==> src/rtl/mem_port_arbiter_pkg.sv <==
// Shared types for the IF/MEM unified-memory port arbiter.
package mips_mem_pkg;

  typedef enum logic {
    IDLE,
    WAIT
  } arb_state_t;

  typedef enum logic [1:0] {
    OWN_NONE,
    OWN_IF,
    OWN_DM
  } owner_t;

endpackage

==> src/rtl/mem_port_arbiter_prio.sv <==
// Winner selection between fetch and data requests, with a saturating
// starvation counter that forces a fetch grant after STARVE_MAX losses.
module mem_arb_prio
  import mips_mem_pkg::*;
#(
  parameter int unsigned STARVE_MAX = 4
) (
  input  logic clk,
  input  logic rst,
  input  logic if_req,
  input  logic dm_req,
  input  logic arb_en,
  output logic grant_if,
  output logic grant_dm
);

  localparam int unsigned SW = $clog2(STARVE_MAX + 1);

  logic [SW-1:0] starve_cnt;
  logic          starved;

  always_comb begin
    starved  = (starve_cnt == SW'(STARVE_MAX));
    grant_if = 1'b0;
    grant_dm = 1'b0;
    if (arb_en) begin
      if (if_req && (!dm_req || starved)) begin
        grant_if = 1'b1;
      end else if (dm_req) begin
        grant_dm = 1'b1;
      end
    end
  end

  // Only arbitration cycles move the counter; it is held while an access is in flight.
  always_ff @(posedge clk) begin
    if (rst) begin
      starve_cnt <= '0;
    end else if (arb_en) begin
      if (if_req && !grant_if) begin
        if (!starved) begin
          starve_cnt <= starve_cnt + SW'(1);
        end
      end else begin
        starve_cnt <= '0;
      end
    end
  end

endmodule

==> src/rtl/mem_port_arbiter.sv <==
// Shares one single-port memory between instruction fetch and data access:
// one access at a time, fixed-latency completion acked back to the owner.
module mem_port_arbiter
  import mips_mem_pkg::*;
#(
  parameter int unsigned AW         = 32,
  parameter int unsigned DW         = 32,
  parameter int unsigned MEM_LAT    = 1,
  parameter int unsigned STARVE_MAX = 4
) (
  input  logic          clk,
  input  logic          rst,
  input  logic          if_req,
  input  logic [AW-1:0] if_addr,
  output logic [DW-1:0] if_rdata,
  output logic          if_ack,
  input  logic          dm_req,
  input  logic          dm_we,
  input  logic [AW-1:0] dm_addr,
  input  logic [DW-1:0] dm_wdata,
  output logic [DW-1:0] dm_rdata,
  output logic          dm_ack,
  output logic          mem_en,
  output logic          mem_we,
  output logic [AW-1:0] mem_addr,
  output logic [DW-1:0] mem_wdata,
  input  logic [DW-1:0] mem_rdata,
  output logic          stall_if,
  output logic          stall_mem
);

  localparam int unsigned LW = $clog2(MEM_LAT + 1);

  arb_state_t    state, state_nx;
  owner_t        owner, owner_nx;
  logic [LW-1:0] lat_cnt, lat_cnt_nx;
  logic          arb_en;
  logic          grant_if;
  logic          grant_dm;

  assign arb_en = (state == IDLE) && !rst;

  mem_arb_prio #(
    .STARVE_MAX(STARVE_MAX)
  ) u_prio (
    .clk     (clk),
    .rst     (rst),
    .if_req  (if_req),
    .dm_req  (dm_req),
    .arb_en  (arb_en),
    .grant_if(grant_if),
    .grant_dm(grant_dm)
  );

  always_comb begin
    state_nx   = state;
    owner_nx   = owner;
    lat_cnt_nx = lat_cnt;
    mem_en     = 1'b0;
    mem_we     = 1'b0;
    mem_addr   = if_addr;
    mem_wdata  = dm_wdata;
    if_ack     = 1'b0;
    dm_ack     = 1'b0;
    case (state)
      IDLE: begin
        if (grant_if || grant_dm) begin
          mem_en     = 1'b1;
          mem_we     = grant_dm && dm_we;
          mem_addr   = grant_dm ? dm_addr : if_addr;
          owner_nx   = grant_dm ? OWN_DM : OWN_IF;
          lat_cnt_nx = LW'(MEM_LAT);
          state_nx   = WAIT;
        end
      end
      WAIT: begin
        lat_cnt_nx = lat_cnt - LW'(1);
        // Acks are gated by rst so an access interrupted by reset never completes.
        if (!rst && (lat_cnt == LW'(1))) begin
          if_ack   = (owner == OWN_IF);
          dm_ack   = (owner == OWN_DM);
          owner_nx = OWN_NONE;
          state_nx = IDLE;
        end
      end
      default: state_nx = IDLE;
    endcase
  end

  always_ff @(posedge clk) begin
    if (rst) begin
      state   <= IDLE;
      owner   <= OWN_NONE;
      lat_cnt <= '0;
    end else begin
      state   <= state_nx;
      owner   <= owner_nx;
      lat_cnt <= lat_cnt_nx;
    end
  end

  assign if_rdata  = mem_rdata;
  assign dm_rdata  = mem_rdata;
  assign stall_if  = if_req & ~if_ack;
  assign stall_mem = dm_req & ~dm_ack;

endmodule

==> config.mk <==
export PLATFORM = sky130hd
export DESIGN_NAME = mem_port_arbiter
export DESIGN_NICKNAME = d
export VERILOG_FILES = /design/src/rtl/mem_port_arbiter_pkg.sv /design/src/rtl/mem_port_arbiter_prio.sv /design/src/rtl/mem_port_arbiter.sv
export SDC_FILE = /design/constraint.sdc
export NUM_CORES = 1
export LEC_CHECK = 0
export ABC_CLOCK_PERIOD_IN_PS = 1950
export CORE_AREA = 2 2 104 106
export CTS_BUF_LIST = sky130_fd_sc_hd__clkbuf_4 sky130_fd_sc_hd__clkbuf_8
export CTS_CLUSTER_DIAMETER = 120
export DETAILED_ROUTE_END_ITERATION = 8
export DIE_AREA = 0 0 106 108
export SLEW_MARGIN = 10
export SYNTH_ARGS = -nofsm -noshare
export SYNTH_HDL_FRONTEND = slang
export SYNTH_SLANG_ARGS = --single-unit
export TNS_END_PERCENT = 30
==> constraint.sdc <==
create_clock -name clk -period 1.95 [get_ports clk]
set_input_delay 0.39 -clock clk [delete_from_list [all_inputs] [get_ports clk]]
set_output_delay 0.39 -clock clk [all_outputs]
set_load 0.03 [all_outputs]
==> run_results.csv, run 1 <==
group,metric,value,unit
outcome,outcome,"finished with violations",
outcome,failed_checks,"setup timing",
setup_path,slowest_delay,0.32,ns
die,core.rowCount,37,
timing,worst_pin_slew,0.335,ns
setup_path,r2r-start,"u_prio.starve_cnt[1]",
placed_design,dp.cells,339,
timing,maxSlewViolCount,0,
synthesis,ys_ff_latch,7,
timing,fin_crit,2.09,ns
global_route,grt_max_degree,12,
clock_network,clkLatencyLatePin,0.23,ns
timing,finalSetupViolCount,33,
clock_network,cts_tree,"built",
timing,finalCritPeriodShare,1.07,
synthesis,ys_seq_area_frac,0.0859,
setup_path,critical_path.max_fanout,5,
hold_path,worstHoldStart,"lat_cnt",
setup_path,crit_path_top_delay_cell,"dfxtp_2",
clock_network,clockBufferDepth,2,
setup_path,path_cells,"inv_2 > ha_4 > nand3_4 > nand3_4 > bufbuf_16 > mux2_4 > buf_4",
power_and_ir_drop,p_per_area,440,nW/µm²
setup_path,crit_type,"reg2out",
synthesis,syn-num-nets,317,
finish,drive_above_1_share,0.507,
clock_network,cts-root-buf,"clkbuf_8",
finish,antennaDiodeCount,0,
synthesis,async_reset_ff_frac,0,
synthesis,syn_area_per_cell,8.96,µm²
clock_network,clock_sinks,7,
clock_network,htree_num_levels,1,
finish,areaGrowthSynthToFinish,53.4,%
hold_path,worst_hold_path_type,"reg2reg",
placed_design,place.gp.congestion,0.703,
setup_path,reg2reg_depth,6,
routing,drt_wl_total,5190,µm
hold_path,hold_path_depth,1,
setup_path,path_delay_family,"buffers and inverters",
timing,worst_slack,-0.143,ns
setup_path,crit_arrival,1.70,ns
synthesis,synthDistinctLibCells,23,
setup_path,r2r_end,"owner[0]",
synthesis,syn_area,1630,µm²
synthesis,syn_inst,182,
power_and_ir_drop,finalPower,1.10,mW
setup_path,worstPathBufferInverterCount,3,
die,start_util,0.159,
finish,final_cells,349,
timing,slew_headroom,0.774,
clock_network,cts_made_buffers,3,
global_route,grt_overflow_total,0,
clock_network,path_clk_slew,0.04,ns
timing,max_clock_freq,478,MHz
die,coreArea,10200,µm²
setup_path,end_kind,"primary output",
setup_path,crit_path_start_kind,"flip-flop",
setup_path,critPathRequiredTime,1.56,ns
global_route,grt_pass1_wl,7130,µm
routing,route.detailed.drc,0,
setup_path,cp_common_cell,"nand3_4",
finish,final_nets,349,
routing,initialDrtViolationCount,24,
synthesis,yosysWarnings,0,
routing,vias,1252,
global_route,grt_pass1_vias,1276,
routing,ant_nets,0,
hold_path,hold_path_end,"state",
die,pin_count,267,
synthesis,yosysTopAreaCellShare,0.442,
power_and_ir_drop,leakagePower,1.11,nW
synthesis,synthFlopType,"dfxtp_1",
timing,hold_viol_final,0,
routing,viasPerCell,3.59,
routing,wl_per_cell,14.9,µm
synthesis,netlist_top_cells_area,"buf_4 (44%), mux2_4 (25%), dfxtp_1 (8.6%)",
global_route,antenna_found_initial,0,
synthesis,synth_common_cells,"buf_4 (96), mux2_4 (27), dfxtp_1 (7), nand2_1 (7), mux2_2 (6)",
finish,utilization,0.245,
placed_design,dpl.hpwl,4150,µm
placed_design,portBuffers,106,
synthesis,yosysMostFrequentCell,"buf_4",
die,die_w,106,µm
die,fp.dieH,108,µm
global_route,grtUsageTotal,0.0814,
timing,fin_skew,0.00156,ns
die,die-area,11400,µm²
synthesis,synth_top_cell_by_area,"buf_4",
synthesis,synth-edff-count,0,
timing,grt_setup_unrepaired,"yes",
power_and_ir_drop,ir_worst_vdd,0.181,mV
setup_path,rrSetupSlack,0.69,ns
routing,drt_first_pass_iters,4,
run,max_cap_viol_count,0,
[flip-flops by register name, indices dropped and copies added, names as in the netlist]
name,count
lat_cnt,1
state,1
owner,2
u_prio.starve_cnt,3
[worst register-to-register path, delay by kind of cell (launching register included)]
family                     cells  cell delay [ns]
buffers and inverters          2             0.23
and+or+nand+nor                2             0.18
adders and majority gates      1             0.16
DFF                            1             0.32
muxes                          1             0.25
[power by group]
group / total [mW] / switching [mW] / leakage [nW] / internal (mW)
clock: 0.222 / 0.0668 / 0.0262 / 0.156
sequential: 0.170 / 0.0118 / 0.0586 / 0.158
combinational: 0.707 / 0.294 / 1.03 / 0.413
total: 1.10 / 0.373 / 1.11 / 0.727
[cells by family (layout without fill, tap and decap cells)]
group,after synthesis,after routing,synth area share
adder cells (fa/ha/maj),2,2,0.0153
multiplexers,33,33,0.290
flip-flops,7,7,0.0859
AND/OR/NAND/NOR,25,25,0.0928
buffers and inverters,106,137,0.484
AO/OA/AOI/OAI,9,9,0.0322
[timing repair]
action / 4_1_cts / 5_1_grt
cloned: 2 / 0
endpoints found under the hold margin: 0 / 0
pin swaps: 5 / 0
setup buffers: 1 / 3
gates resized for setup: 166 / 9
hold buffers: 0 / 0
setup endpoints to repair: 38 / 37
[layout by cell type, fill, tap and decap left out, types with 2 or more instances in the layout]
master	n
inv_1	3
dlygate4sd2_1	2
nor3b_2	2
inv_2	2
clkdlybuf4s15_2	3
dfxtp_2	2
buf_4	22
buf_8	2
buf_12	7
mux2_2	3
a21oi_1	4
nand3_4	2
clkdlybuf4s50_1	65
o21ai_0	3
buf_6	23
nor2_1	3
nand2_1	7
clkbuf_8	3
dfxtp_1	5
nor2b_1	3
nand4_1	2
mux2_4	30
[metal layers]
layer / GRT usage / wire length (µm)
met5: 0 / 0
met4: 0.0244 / 64
met3: 0.0446 / 802
met2: 0.144 / 2540
met1: 0.0832 / 1780
[stage by stage]
| stage | hold slack, ns | setup slack (ns) | TNS, ns | area (µm²) |
|---|---|---|---|---|
| after global routing | 0.552 | -0.203 | -5.81 | 2500 |
| after detailed placement | 0.506 | -0.707 | -20.76 | 2260 |
| after CTS | 0.529 | -0.180 | -4.29 | 2480 |
| final | 0.516 | -0.143 | -3.39 | 2500 |
| after global placement | 0.490 | -0.691 | -20.58 | 2260 |
| after floorplan | 0.447 | -0.276 | -0.536 | 1630 |
[how the worst max path moves through the flow]
stage / from / depth (start not counted) / to / slack (ns)
2_1_floorplan: rst / 4 / stall_if / -0.28
3_5_place_dp: if_req / 6 / mem_addr[1] / -0.71
4_1_cts: u_prio.starve_cnt[1] / 8 / mem_addr[3] / -0.18
3_3_place_gp: if_req / 6 / mem_addr[1] / -0.69
5_1_grt: u_prio.starve_cnt[1] / 8 / mem_addr[3] / -0.20
6_report: u_prio.starve_cnt[1] / 7 / mem_addr[30] / -0.14
[area by class of cell]
class                      count  area [µm²]
timing repair buffer         128        1370
multi-input combinational     69         751
inverter                       5        18.8
sequential                     7         143
clock buffer                   4        48.8
tap                          136         170
fill                        1087        7730
(Power assumes the default switching activity.)
==> inputs of run 2 (changes only) <==
--- a/config.mk
+++ b/config.mk
@@ -5,12 +5,12 @@
 export SDC_FILE = /design/constraint.sdc
 export NUM_CORES = 1
 export LEC_CHECK = 0
-export ABC_CLOCK_PERIOD_IN_PS = 1950
-export CORE_AREA = 2 2 104 106
+export ABC_CLOCK_PERIOD_IN_PS = 2600
+export CORE_AREA = 2 2 105 107
 export CTS_BUF_LIST = sky130_fd_sc_hd__clkbuf_4 sky130_fd_sc_hd__clkbuf_8
 export CTS_CLUSTER_DIAMETER = 120
 export DETAILED_ROUTE_END_ITERATION = 8
-export DIE_AREA = 0 0 106 108
+export DIE_AREA = 0 0 107 109
 export SLEW_MARGIN = 10
 export SYNTH_ARGS = -nofsm -noshare
 export SYNTH_HDL_FRONTEND = slang
==> constraint.sdc (replaced) <==
create_clock -name clk -period 2.6 [get_ports clk]
set_input_delay 0.52 -clock clk [delete_from_list [all_inputs] [get_ports clk]]
set_output_delay 0.52 -clock clk [all_outputs]
set_load 0.03 [all_outputs]
==> run 2 against run 1 <==
Net effect:
- first-iteration DRC count up 46%
- global-route usage down 1.4 points
- die area up 1.9%
- the flow now finishes without violations
- register-to-register slack better by 0.49 ns
- critical endpoint unchanged
==> run_results.csv, run 2 (synthesis gave the netlist of run 1 again) <==
group,metric,value,unit
power_and_ir_drop,seq_power_share,0.170,
placed_design,dp.cells,341,
clock_network,clkLatencyLatePin,0.23,ns
timing,finalCritPeriodShare,0.976,
setup_path,r2r_end,"owner[0]",
timing,fin_skew,0.00208,ns
global_route,antenna_found_initial,0,
timing,setup_tns,0,ns
timing,finalSetupViolCount,0,
clock_network,clockBufferDepth,2,
finish,n_fill_cell,1162,
power_and_ir_drop,p_sw,260,µW
finish,final_cells,345,
setup_path,crit_path_start,"dm_req",
timing,whs,0.495,ns
timing,worst_pin_slew,0.382,ns
clock_network,cts_made_buffers,3,
timing,fin_crit,2.54,ns
die,die_w,107,µm
power_and_ir_drop,ir_worst_vdd,0.235,mV
die,pin_count,267,
routing,vias,1186,
routing,initialDrtViolationCount,35,
clock_network,hold_buffers,0,
global_route,grt_max_degree,14,
timing,worst_slack,0.0624,ns
routing,route.detailed.drc,0,
global_route,grtUsageTotal,0.0679,
placed_design,dpl.hpwl,3860,µm
placed_design,pre_cts_slack,-0.308,ns
outcome,outcome,"finished, final reports clean",
power_and_ir_drop,leakagePower,0.994,nW
finish,largest_register_ffs,3,
setup_path,crit_arrival,2.02,ns
setup_path,critical_path.max_fanout,10,
clock_network,clock_sinks,7,
setup_path,path_cells,"clkdlybuf4s50_1 > nand3_4 > buf_12 > mux2_4 > dlygate4sd2_1",
die,coreArea,10600,µm²
setup_path,crit_type,"in2out",
finish,regMostFlops,"u_prio.starve_cnt",
power_and_ir_drop,finalPower,755,µW
routing,ant_nets,0,
setup_path,slowest_delay,0.54,ns
finish,final_nets,341,
timing,grt_setup_unrepaired,"no",
finish,mostFrequentLayoutCells,"clkdlybuf4s50_1 (66), mux2_4 (27), buf_4 (25)",
setup_path,crit_path_start_kind,"input port",
timing,max_clock_freq,394,MHz
routing,drt_first_pass_iters,4,
die,fp.dieH,109,µm
global_route,grt_pass1_wl,6200,µm
run,max_cap_viol_count,0,
timing,hold_viol_final,0,
hold_path,worst_hold_path_type,"reg2reg",
die,start_util,0.154,
finish,biggestRegsByFlops,"u_prio.starve_cnt: 3 flops, owner: 2 flops",
setup_path,endpoint,"mem_addr[30]",
setup_path,reg2reg_depth,6,
finish,areaGrowthSynthToFinish,40.0,%
global_route,grt_pass1_vias,1230,
routing,wl_per_cell,13.3,µm
setup_path,critPathRequiredTime,2.08,ns
power_and_ir_drop,p_sw_frac,0.345,
timing,slew_headroom,0.745,
power_and_ir_drop,p_int,495,µW
global_route,grt_overflow_total,0,
clock_network,path_clk_slew,0.04,ns
die,core.rowCount,38,
power_and_ir_drop,p_per_area,330,nW/µm²
setup_path,end_kind,"primary output",
die,die-area,11700,µm²
routing,drt_wl_total,4590,µm
placed_design,place.gp.congestion,0.665,
finish,layout_commonest_cell,"clkdlybuf4s50_1",
power_and_ir_drop,combPwrFrac,0.614,
clock_network,cts_tree,"built",
clock_network,cts-root-buf,"clkbuf_8",
placed_design,portBuffers,106,
finish,antennaDiodeCount,0,
power_and_ir_drop,p_clk_frac,0.216,
setup_path,crit_path_top_delay_cell,"clkdlybuf4s50_1",
finish,drive_above_1_share,0.390,
clock_network,htree_num_levels,1,
setup_path,rrSetupSlack,1.18,ns
setup_path,r2r-start,"u_prio.starve_cnt[0]",
routing,viasPerCell,3.44,
timing,maxSlewViolCount,0,
-- run 2: area by class of cell --
cell class              instances  area, µm²  area share
repair buffers                120       1190       0.523
multi-input cells              69        707       0.309
well taps                     140        175      0.0767
flip-flops and latches          7        140      0.0613
clock buffers                   4       48.8      0.0214
inverters                       5       18.8     0.00821
-- run 2: metal layers --
layer	part of all wire	vias up	track usage	wire length, µm
li1	-	548	-	-
met1	0.34	521	0.0691	1540
met2	0.50	110	0.126	2290
met3	0.16	7	0.0311	719
met4	0.0098	0	0.0186	45
met5	0	-	0	0
-- run 2: worst min-delay path by stage --
stage	slack (ns)	cells after the start	to	from
global route	0.53	2	u_prio.starve_cnt[1]	u_prio.starve_cnt[1]
finish	0.49	2	u_prio.starve_cnt[1]	u_prio.starve_cnt[1]
CTS	0.50	2	u_prio.starve_cnt[1]	u_prio.starve_cnt[1]
detailed placement	0.49	2	u_prio.starve_cnt[1]	u_prio.starve_cnt[1]
floorplan	0.45	2	u_prio.starve_cnt[1]	u_prio.starve_cnt[1]
global placement	0.47	2	u_prio.starve_cnt[1]	u_prio.starve_cnt[1]
-- run 2: timing repair --
| action | in CTS | in global routing |
|---|---|---|
| buffers inserted | 0 | 0 |
| setup endpoints to repair | 34 | 0 |
| resized for setup | 52 | 0 |
-- run 2: through the flow --
step / instance area [µm²] / utilization
finish: 2280 / 0.215
global route: 2280 / 0.215
CTS: 2280 / 0.215
detailed placement: 2220 / 0.210
global placement: 2220 / 0.210
floorplan: 1630 / -
-- run 2: worst max-delay path: cells and delay by family --
| family | cells | cell delay (ns) |
|---|---|---|
| buffers and inverters | 3 | 1.07 |
| muxes | 1 | 0.29 |
| and+or+nand+nor | 1 | 0.13 |
-- run 2: power by group through the flow --
| stage | clock, mW | sequential [mW] | combinational, mW |
|---|---|---|---|
| global route | 0.170 | 0.129 | 0.490 |
| global placement | 0 | 0.129 | 0.475 |
| CTS | 0.165 | 0.128 | 0.470 |
| floorplan | 0 | 0.127 | 0.518 |
| finish | 0.163 | 0.128 | 0.464 |
| detailed placement | 0 | 0.129 | 0.479 |
==> inputs of run 3 (changes only) <==
--- a/config.mk
+++ b/config.mk
@@ -9,8 +9,10 @@
 export CORE_AREA = 2 2 105 107
 export CTS_BUF_LIST = sky130_fd_sc_hd__clkbuf_4 sky130_fd_sc_hd__clkbuf_8
 export CTS_CLUSTER_DIAMETER = 120
+export CTS_CLUSTER_SIZE = 30
 export DETAILED_ROUTE_END_ITERATION = 8
 export DIE_AREA = 0 0 107 109
+export SKIP_CTS_REPAIR_TIMING = 1
 export SLEW_MARGIN = 10
 export SYNTH_ARGS = -nofsm -noshare
 export SYNTH_HDL_FRONTEND = slang
==> run 3 against run 2 <==
Net effect:
- power increased by 0.50%
- global-route usage hardly changed
- cell count unchanged
- via count hardly changed
- count of clock-buffer cells in the layout unchanged
- worst setup slack better by 0.0076 ns
- fmax increased by 0.30%
- flip-flop and latch count did not move
- core utilization is 0.32 points higher
- highest routed layer unchanged
==> run_results.csv, run 3 (synthesis gave the netlist of run 1 again) <==
group,metric,value,unit
clock_network,clockBufferDepth,2,
timing,maxSlewViolCount,0,
hold_path,worst_hold_path_type,"reg2reg",
timing,grt_setup_unrepaired,"no",
finish,layout_commonest_cell,"clkdlybuf4s50_1",
routing,vias,1185,
finish,final_nets,341,
routing,wl_per_cell,13.5,µm
power_and_ir_drop,leakagePower,1.16,nW
setup_path,crit_path_start,"dm_req",
routing,drt_first_pass_iters,4,
placed_design,portBuffers,106,
setup_path,rrSetupSlack,1.18,ns
routing,route.detailed.drc,0,
global_route,antenna_found_initial,0,
routing,ant_nets,0,
finish,largest_register_ffs,3,
global_route,grt_pass1_wl,6230,µm
routing,viasPerCell,3.43,
finish,mostFrequentLayoutCells,"clkdlybuf4s50_1 (66), mux2_4 (27), buf_4 (25)",
hold_path,worstHoldStart,"u_prio.starve_cnt[1]",
finish,areaGrowthSynthToFinish,42.1,%
finish,antennaDiodeCount,0,
die,coreArea,10600,µm²
die,pin_count,267,
timing,hold_viol_final,0,
die,die-area,11700,µm²
die,core.rowCount,38,
setup_path,end_kind,"primary output",
timing,fin_crit,2.53,ns
finish,drive_above_1_share,0.361,
timing,worst_slack,0.0700,ns
placed_design,place_area,2220,µm²
power_and_ir_drop,p_per_area,327,nW/µm²
setup_path,crit_type,"in2out",
power_and_ir_drop,ir_worst_vdd,0.234,mV
timing,finalCritPeriodShare,0.973,
global_route,grt_max_degree,14,
setup_path,crit_arrival,2.01,ns
finish,utilization,0.219,
setup_path,r2r-start,"u_prio.starve_cnt[0]",
timing,setup_tns,0,ns
routing,initialDrtViolationCount,30,
clock_network,cts_made_buffers,3,
die,fp.dieH,109,µm
finish,stdcell_area,2320,µm²
routing,drt_wl_total,4640,µm
clock_network,cts_tree,"built",
clock_network,clock_sinks,7,
finish,biggestRegsByFlops,"u_prio.starve_cnt: 3 flops, owner: 2 flops",
timing,finalSetupViolCount,0,
global_route,grt_pass1_vias,1228,
placed_design,dpl.hpwl,3860,µm
global_route,grt_overflow_total,0,
clock_network,clkLatencyLatePin,0.23,ns
finish,n_fill_cell,1160,
clock_network,path_clk_slew,0.04,ns
timing,slew_headroom,0.743,
clock_network,htree_num_levels,1,
setup_path,crit_path_start_kind,"input port",
timing,max_clock_freq,395,MHz
setup_path,critical_path.max_fanout,13,
outcome,outcome,"finished, final reports clean",
global_route,grtUsageTotal,0.0682,
hold_path,hold_path_depth,2,
setup_path,critPathRequiredTime,2.08,ns
die,start_util,0.154,
clock_network,cts-root-buf,"clkbuf_8",
setup_path,reg2reg_depth,6,
run,max_cap_viol_count,0,
timing,worst_pin_slew,0.384,ns
die,die_w,107,µm
placed_design,pre_cts_slack,-0.308,ns
placed_design,place.gp.congestion,0.665,
timing,fin_skew,0.00144,ns
finish,regMostFlops,"u_prio.starve_cnt",
power_and_ir_drop,finalPower,759,µW
-- run 3: cell count changes in the layout (fill, tap and decap cells not counted) --
| cell | previous run | this run |
|---|---|---|
| clkdlybuf4s15_2 | 9 | 0 |
| dlymetal6s2s_1 | 0 | 20 |
| clkbuf_2 | 0 | 3 |
| buf_6 | 1 | 0 |
| clkdlybuf4s15_1 | 9 | 0 |
| buf_8 | 0 | 1 |
| dlygate4sd2_1 | 5 | 0 |
-- run 3: per-stage QoR --
stage | hold WS [ns] | cells
global placement | 0.468 | 341
finish | 0.504 | 345
detailed placement | 0.493 | 341
floorplan | 0.447 | 182
global route | 0.528 | 345
CTS | 0.498 | 345
-- run 3: final cells by class --
| class | count | area (µm²) | area share |
|---|---|---|---|
| clock buffer | 4 | 48.8 | 0.0210 |
| timing repair buffer | 120 | 1230 | 0.530 |
| sequential | 7 | 140 | 0.0604 |
| tap | 140 | 175 | 0.0756 |
| inverter | 5 | 18.8 | 0.00809 |
| multi-input combinational | 69 | 707 | 0.305 |
-- run 3: critical path, cell delays in order --
cell	delay, ns
clkdlybuf4s50_1	0.54
nand3_4	0.13
buf_12	0.18
buf_4	0.15
mux2_4	0.31
buf_4	0.17
-- run 3: per-layer routing --
metal / vias to the layer above / track usage / part of all wire
li1: 551 / - / -
met1: 514 / 0.0698 / 0.33
met5: - / 0 / 0
met2: 113 / 0.126 / 0.50
met3: 7 / 0.0311 / 0.16
met4: 0 / 0.0186 / 0.0099
-- run 3: worst paths after layout --
check,to
setup reg to reg,owner[0]
hold reg to reg,u_prio.starve_cnt[1]
hold / removal,u_prio.starve_cnt[1]
setup / recovery,mem_addr[23]
-- run 3: power by group --
group / switching [mW] / internal, mW
logic: 0.203 / 0.265
clock network: 0.0458 / 0.116
registers: 0.00932 / 0.118
